===== config.mk =====
export PLATFORM = sky130hd
export DESIGN_NAME = ahb_slave_mem
export DESIGN_NICKNAME = d
export VERILOG_FILES = /design/src/rtl/ahb_slv_pkg.sv /design/src/rtl/ahb_slv_mem_array.sv /design/src/rtl/ahb_slave_mem.sv
export SDC_FILE = /design/constraint.sdc
export NUM_CORES = 1
export LEC_CHECK = 0
export CORE_UTILIZATION = 55
export CTS_CLUSTER_SIZE = 10
export DETAILED_ROUTE_END_ITERATION = 8
export PLACE_DENSITY = 0.72
export SYNTH_ARGS = -nofsm -noshare
export SYNTH_HDL_FRONTEND = slang
export SYNTH_HIERARCHICAL = 1
export SYNTH_SLANG_ARGS = --single-unit

===== constraint.sdc =====
create_clock -name HCLK -period 3.1 [get_ports HCLK]
set_input_delay 0.465 -clock HCLK [delete_from_list [all_inputs] [get_ports HCLK]]
set_output_delay 0.465 -clock HCLK [all_outputs]
set_load 0.01 [all_outputs]

===== src/rtl/ahb_slv_pkg.sv =====
// Shared encodings for the AHB-Lite memory completer: bus codes, FSM state
// constants and the byte-lane enable helper.
package ahb_slv_pkg;

  // HTRANS codes
  localparam logic [1:0] HTRANS_IDLE   = 2'b00;
  localparam logic [1:0] HTRANS_BUSY   = 2'b01;
  localparam logic [1:0] HTRANS_NONSEQ = 2'b10;
  localparam logic [1:0] HTRANS_SEQ    = 2'b11;

  // HSIZE codes
  localparam logic [2:0] HSIZE_BYTE = 3'd0;
  localparam logic [2:0] HSIZE_HALF = 3'd1;
  localparam logic [2:0] HSIZE_WORD = 3'd2;

  // HRESP codes
  localparam logic HRESP_OKAY  = 1'b0;
  localparam logic HRESP_ERROR = 1'b1;

  // FSM state encoding
  localparam logic [2:0] ST_IDLE = 3'd0;
  localparam logic [2:0] ST_WAIT = 3'd1;
  localparam logic [2:0] ST_DATA = 3'd2;
  localparam logic [2:0] ST_ERR1 = 3'd3;
  localparam logic [2:0] ST_ERR2 = 3'd4;

  // Byte-lane enables for a legal access of the given size at the given lane offset.
  function automatic logic [3:0] byte_en(input logic [2:0] size, input logic [1:0] lane);
    case (size)
      HSIZE_BYTE: byte_en = 4'b0001 << lane;
      HSIZE_HALF: byte_en = lane[1] ? 4'b1100 : 4'b0011;
      default:    byte_en = 4'b1111;
    endcase
  endfunction

endpackage


===== src/rtl/ahb_slv_mem_array.sv =====
// Word-organised local memory: byte-enable synchronous write, asynchronous word read.
// Contents are not reset.
module ahb_slv_mem_array #(
  parameter int unsigned MEM_DEPTH = 32
) (
  input  logic        clk,
  input  logic        we,
  input  logic [3:0]  be,
  input  logic [5:0]  word_idx,
  input  logic [31:0] wdata,
  output logic [31:0] rdata
);

  localparam int unsigned AW = (MEM_DEPTH > 1) ? $clog2(MEM_DEPTH) : 1;

  logic [31:0]   mem [MEM_DEPTH];
  logic [AW-1:0] idx;
  logic          unused_idx;

  // Callers only present in-range indices, so the upper bits carry no information.
  assign idx        = word_idx[AW-1:0];
  assign unused_idx = ^word_idx;

  assign rdata = mem[idx];

  // Per-lane write; unselected lanes keep their stored value.
  always_ff @(posedge clk) begin
    for (int i = 0; i < 4; i++) begin
      if (we && be[i]) begin
        mem[idx][8*i +: 8] <= wdata[8*i +: 8];
      end
    end
  end

endmodule


===== src/rtl/ahb_slave_mem.sv =====
// AHB-Lite completer fronting a byte-writable word memory, with configurable
// wait states and a two-cycle ERROR response for illegal accesses.
// Optional feature: AHB_SLV_WRITE_PROTECT_EN makes writes to words below RO_WORDS illegal.
import ahb_slv_pkg::*;

module ahb_slave_mem #(
  parameter int unsigned MEM_DEPTH   = 32,
  parameter int unsigned WAIT_STATES = 0,
  parameter int unsigned RO_WORDS    = 4
) (
  input  logic        HCLK,
  input  logic        rst,
  input  logic        HSEL,
  input  logic [7:0]  HADDR,
  input  logic [1:0]  HTRANS,
  input  logic        HWRITE,
  input  logic [2:0]  HSIZE,
  input  logic [2:0]  HBURST,
  input  logic [31:0] HWDATA,
  input  logic        HREADY,
  output logic        HREADYOUT,
  output logic        HRESP,
  output logic [31:0] HRDATA
);

  localparam logic [8:0] MAX_BYTE  = 9'(MEM_DEPTH * 4);
  localparam logic [3:0] WAIT_INIT = (WAIT_STATES > 0) ? 4'(WAIT_STATES - 1) : 4'd0;

  logic [2:0]  state_q, state_d;
  logic [3:0]  cnt_q, cnt_d;
  logic [7:0]  addr_q;
  logic [2:0]  size_q;
  logic        write_q;
  logic [5:0]  word_q;
  logic        xfer_active, can_accept, accept, illegal;
  logic        mem_we;
  logic [3:0]  mem_be;
  logic [31:0] mem_rdata;
  logic        unused_sig;

  // Burst type is informational; word index is kept separately from addr_q.
  assign unused_sig = ^{HBURST, addr_q[7:2], (RO_WORDS == 0)};

  // NONSEQ/SEQ carry a beat; IDLE/BUSY never do.
  always_comb begin
    xfer_active = 1'b0;
    case (HTRANS)
      HTRANS_IDLE, HTRANS_BUSY: xfer_active = 1'b0;
      HTRANS_NONSEQ, HTRANS_SEQ: xfer_active = 1'b1;
      default: xfer_active = 1'b0;
    endcase
  end

  // New address phases are only taken in cycles where we drive HREADYOUT high.
  assign can_accept = (state_q == ST_IDLE) || (state_q == ST_DATA) || (state_q == ST_ERR2);
  assign accept     = can_accept && HSEL && HREADY && xfer_active;

  // Classify the address phase currently on the bus.
  always_comb begin
    illegal = 1'b0;
    if (HSIZE > HSIZE_WORD) illegal = 1'b1;
    if ((HSIZE == HSIZE_HALF) && HADDR[0]) illegal = 1'b1;
    if ((HSIZE == HSIZE_WORD) && (HADDR[1:0] != 2'b00)) illegal = 1'b1;
    if ({1'b0, HADDR} >= MAX_BYTE) illegal = 1'b1;
`ifdef AHB_SLV_WRITE_PROTECT_EN
    if (HWRITE && (32'(HADDR[7:2]) < RO_WORDS)) illegal = 1'b1;
`else
`endif
  end

  // Next-state and wait-counter logic.
  always_comb begin
    state_d = state_q;
    cnt_d   = cnt_q;
    case (state_q)
      ST_WAIT: begin
        if (cnt_q == 4'd0) state_d = ST_DATA;
        else cnt_d = cnt_q - 4'd1;
      end
      ST_ERR1: state_d = ST_ERR2;
      default: begin
        // IDLE, DATA and ERR2 all complete any prior phase and may take a new one.
        if (accept) begin
          if (illegal) begin
            state_d = ST_ERR1;
          end else if (WAIT_STATES > 0) begin
            state_d = ST_WAIT;
            cnt_d   = WAIT_INIT;
          end else begin
            state_d = ST_DATA;
          end
        end else begin
          state_d = ST_IDLE;
        end
      end
    endcase
  end

  // State, counter and registered address-phase control.
  always_ff @(posedge HCLK or posedge rst) begin
    if (rst) begin
      state_q <= ST_IDLE;
      cnt_q   <= 4'd0;
      addr_q  <= 8'd0;
      size_q  <= 3'd0;
      write_q <= 1'b0;
      word_q  <= 6'd0;
    end else begin
      state_q <= state_d;
      cnt_q   <= cnt_d;
      if (accept) begin
        addr_q  <= HADDR;
        size_q  <= HSIZE;
        write_q <= HWRITE;
        word_q  <= HADDR[7:2];
      end
    end
  end

  // Commit on the edge that ends DATA; reset forces IDLE so aborted writes never land.
  assign mem_we = (state_q == ST_DATA) && write_q;
  assign mem_be = byte_en(size_q, addr_q[1:0]);

  ahb_slv_mem_array #(
    .MEM_DEPTH(MEM_DEPTH)
  ) u_mem (
    .clk     (HCLK),
    .we      (mem_we),
    .be      (mem_be),
    .word_idx(word_q),
    .wdata   (HWDATA),
    .rdata   (mem_rdata)
  );

  // Bus outputs decoded from the registered state.
  always_comb begin
    HREADYOUT = !((state_q == ST_WAIT) || (state_q == ST_ERR1));
    HRESP     = ((state_q == ST_ERR1) || (state_q == ST_ERR2)) ? HRESP_ERROR : HRESP_OKAY;
    HRDATA    = 32'd0;
    if (((state_q == ST_WAIT) || (state_q == ST_DATA)) && !write_q) HRDATA = mem_rdata;
  end

endmodule

==> results of run 1 <==
[final cells by class]
| cell class | count | area, um2 | share of cell area [%] |
|---|---|---|---|
| clock buffer | 143 | 2990 | 5.82 |
| clock inverter | 7 | 67.6 | 0.131 |
| inverter | 6 | 22.5 | 0.0438 |
| multi-input combinational | 1115 | 10700 | 20.8 |
| sequential | 1042 | 31200 | 60.7 |
| tap | 959 | 1200 | 2.33 |
| timing repair buffer | 500 | 5240 | 10.2 |
[power by group through the flow]
stage | clock [mW] | combinational [mW] | sequential [mW]
2_1_floorplan | 0 | 2.70 | 15.9
3_3_place_gp | 0 | 4.58 | 15.9
3_5_place_dp | 0 | 4.67 | 15.9
4_1_cts | 11.7 | 5.22 | 15.6
5_1_grt | 12.3 | 7.04 | 15.6
6_report | 11.6 | 6.80 | 15.6
[per-stage QoR]
stage	power [mW]	util [%]
after floorplan	18.6	-
after global placement	20.5	60.8
after detailed placement	20.6	60.8
after CTS	32.6	66.4
after global routing	34.9	70.4
final	34.0	70.4
[worst max-delay path, cell delays in order (launching register included)]
cell and delay (ns):
dfrtp_4 0.51, buf_12 0.16, buf_16 0.16, buf_16 0.16
buf_4 0.14, mux2i_4 0.15, o22ai_2 0.13, nor4_2 0.38
buf_4 0.20, nand2_1 0.05, and2_1 0.14, clkbuf_2 0.12
[cell usage in the layout (no fill, tap or decap), types with 12 or more instances in the layout]
master,count
edfxtp_1,1024
mux2i_1,406
buf_4,301
o22ai_1,164
clkbuf_16,138
nor2_1,136
o22ai_2,83
mux2i_4,55
mux2i_2,52
clkdlybuf4s50_1,50
buf_12,39
buf_6,38
nor4_2,34
clkbuf_1,27
nand2_1,25
and2_1,24
nor4_1,17
buf_16,15
dfrtp_1,14
nor4_4,13
nand3_1,13
buf_2,12
[state kept, by name, indices dropped and copies added, names as in the netlist]
signal,flops
state_q,3
addr_q,2
cnt_q,4
size_q,3
write_q,1
u_mem/mem,1024
word_q,5
[per-layer routing]
layer / share of wire [%] / up-vias / routed length, um / global-route usage [%]
met5: 0 / - / 0 / 0
met1: 37 / 11693 / 38400 / 33.4
met3: 8.9 / 230 / 9240 / 3.99
li1: - / 10125 / - / -
met2: 50 / 1293 / 52500 / 42.1
met4: 3.8 / 0 / 3960 / 10.7
[repair_timing]
action                     4_1_cts  5_1_grt
pin swaps                       25       99
cloned                           6       25
setup endpoints to repair       32       32
gates resized for setup        192      353
setup buffers                   17       92
[worst paths after layout]
| check | from | end |
|---|---|---|
| worst max-delay path | word_q[1] | HRDATA[16] |
| worst min-delay path | rst | size_q[1] |
| worst max register to register | word_q[1] | u_mem/mem[30][0] |
| worst min register to register | cnt_q[3] | state_q[1] |
| max in group asynchronous | rst | word_q[1] |
| min in group HCLK | HWRITE | write_q |
==> metrics.yaml, run 1 <==
place:
  port_buffers: 82
  gp_congestion: 0.822
  dp_hpwl_um: 58100
  dpl_cell_area_mm2: 0.0444
  place_ws_ns: -0.261
  place_inst: 3485
yosys:
  syn-num-nets: 2359
  synth.cell_area_mm2: 0.0406
  synth_area_per_cell_um2: 17.6
  synth_warnings: 6
  syn_inst: 2305
sta:
  tightest_slew_ns: 0.860
  timing.fmax_mhz: 287
  rsz0062_at_grt: "yes"
  holdWs_ns: 0.200
  min_period_ns: 3.49
  drv_slew: 0
  finalSetupTns_ns: -7.61
  hold_violations: 0
  setup_ws_ns: -0.385
  clock-skew-final_ns: 0.0199
  slew_headroom_pct: 42.4
  period_share_pct: 112
  finalSetupViolations: 32
min_path:
  hold_class: "in2async"
outcome:
  violations: "design-rule violations, negative setup slack"
  run_status: "finished, violations left"
power_and_ir_drop:
  p_int_mw: 25.6
  pwr-share-comb_pct: 20.0
  p_seq_share_pct: 45.9
  vdd_ir_drop_max_mv: 0.483
  switchingPower_mw: 8.46
  powerDensity_mw_per_mm2: 662
  p_sw_share_pct: 24.9
  power.clock.fraction_pct: 34.1
  cellLeakagePower_nw: 18.0
cts:
  cts_buffers: 114
  clkSinkCount: 1042
  cts-root-buf: "clkbuf_16"
  h-tree-depth: 3
  cts_tree: "done"
  clockBufferDepth: 3
  clkTransAtPathRegs_ns: 0.06
  clk_latency_ns: 0.69
  cts_hold_buf: 0
floorplanning:
  ioPinCount: 87
  die_area_mm2: 0.0750
  start_util_pct: 55.6
  core-area_mm2: 0.0731
  die-width_um: 274
  row_count: 99
  fp.dieH_um: 274
global_route:
  grt_max_degree: 37
  grt_overflow: 0
  grt_pass1_wl_um: 139000
  antenna_found_initial: 0
  first_global_vias: 22759
  grt.total_usage_pct: 25.3
setup_path:
  path_class: "reg2out"
  cp_data_arrival_time_ns: 3.02
  r2r_cells: 7
  cp-start-kind: "flop"
  rrSetupSlack_ns: 0.16
  worstPathRequired_ns: 2.63
  cp-end-kind: "output port"
  cp_max_fo: 8
finish:
  nFillCells: 4301
  layout.nets: 2833
  fin_area_mm2: 0.0514
  syn2layout_area_growth_pct: 26.5
  num_antenna_cells: 0
  final_cells: 3772
  drive_gt1_share_pct: 30.8
detailed_routing:
  avgRoutedWirePerCell_um: 27.6
  ant_nets: 0
  viasPerCell: 6.19
  num_vias: 23341
  drtIter0Drc: 2458
  drt_drc_violations_left: 6
  routed_wl_um: 104000
  drtPass1Iterations: 9
flow_run:
  drv_cap: 0
(Power assumes the default switching activity.)
==> run 2, diff against run 1 <==
ABC_AREA = 0   (was unset)
==> results of run 2 <==
No change in the layout: final DEF, timing and power equal those of run 1.
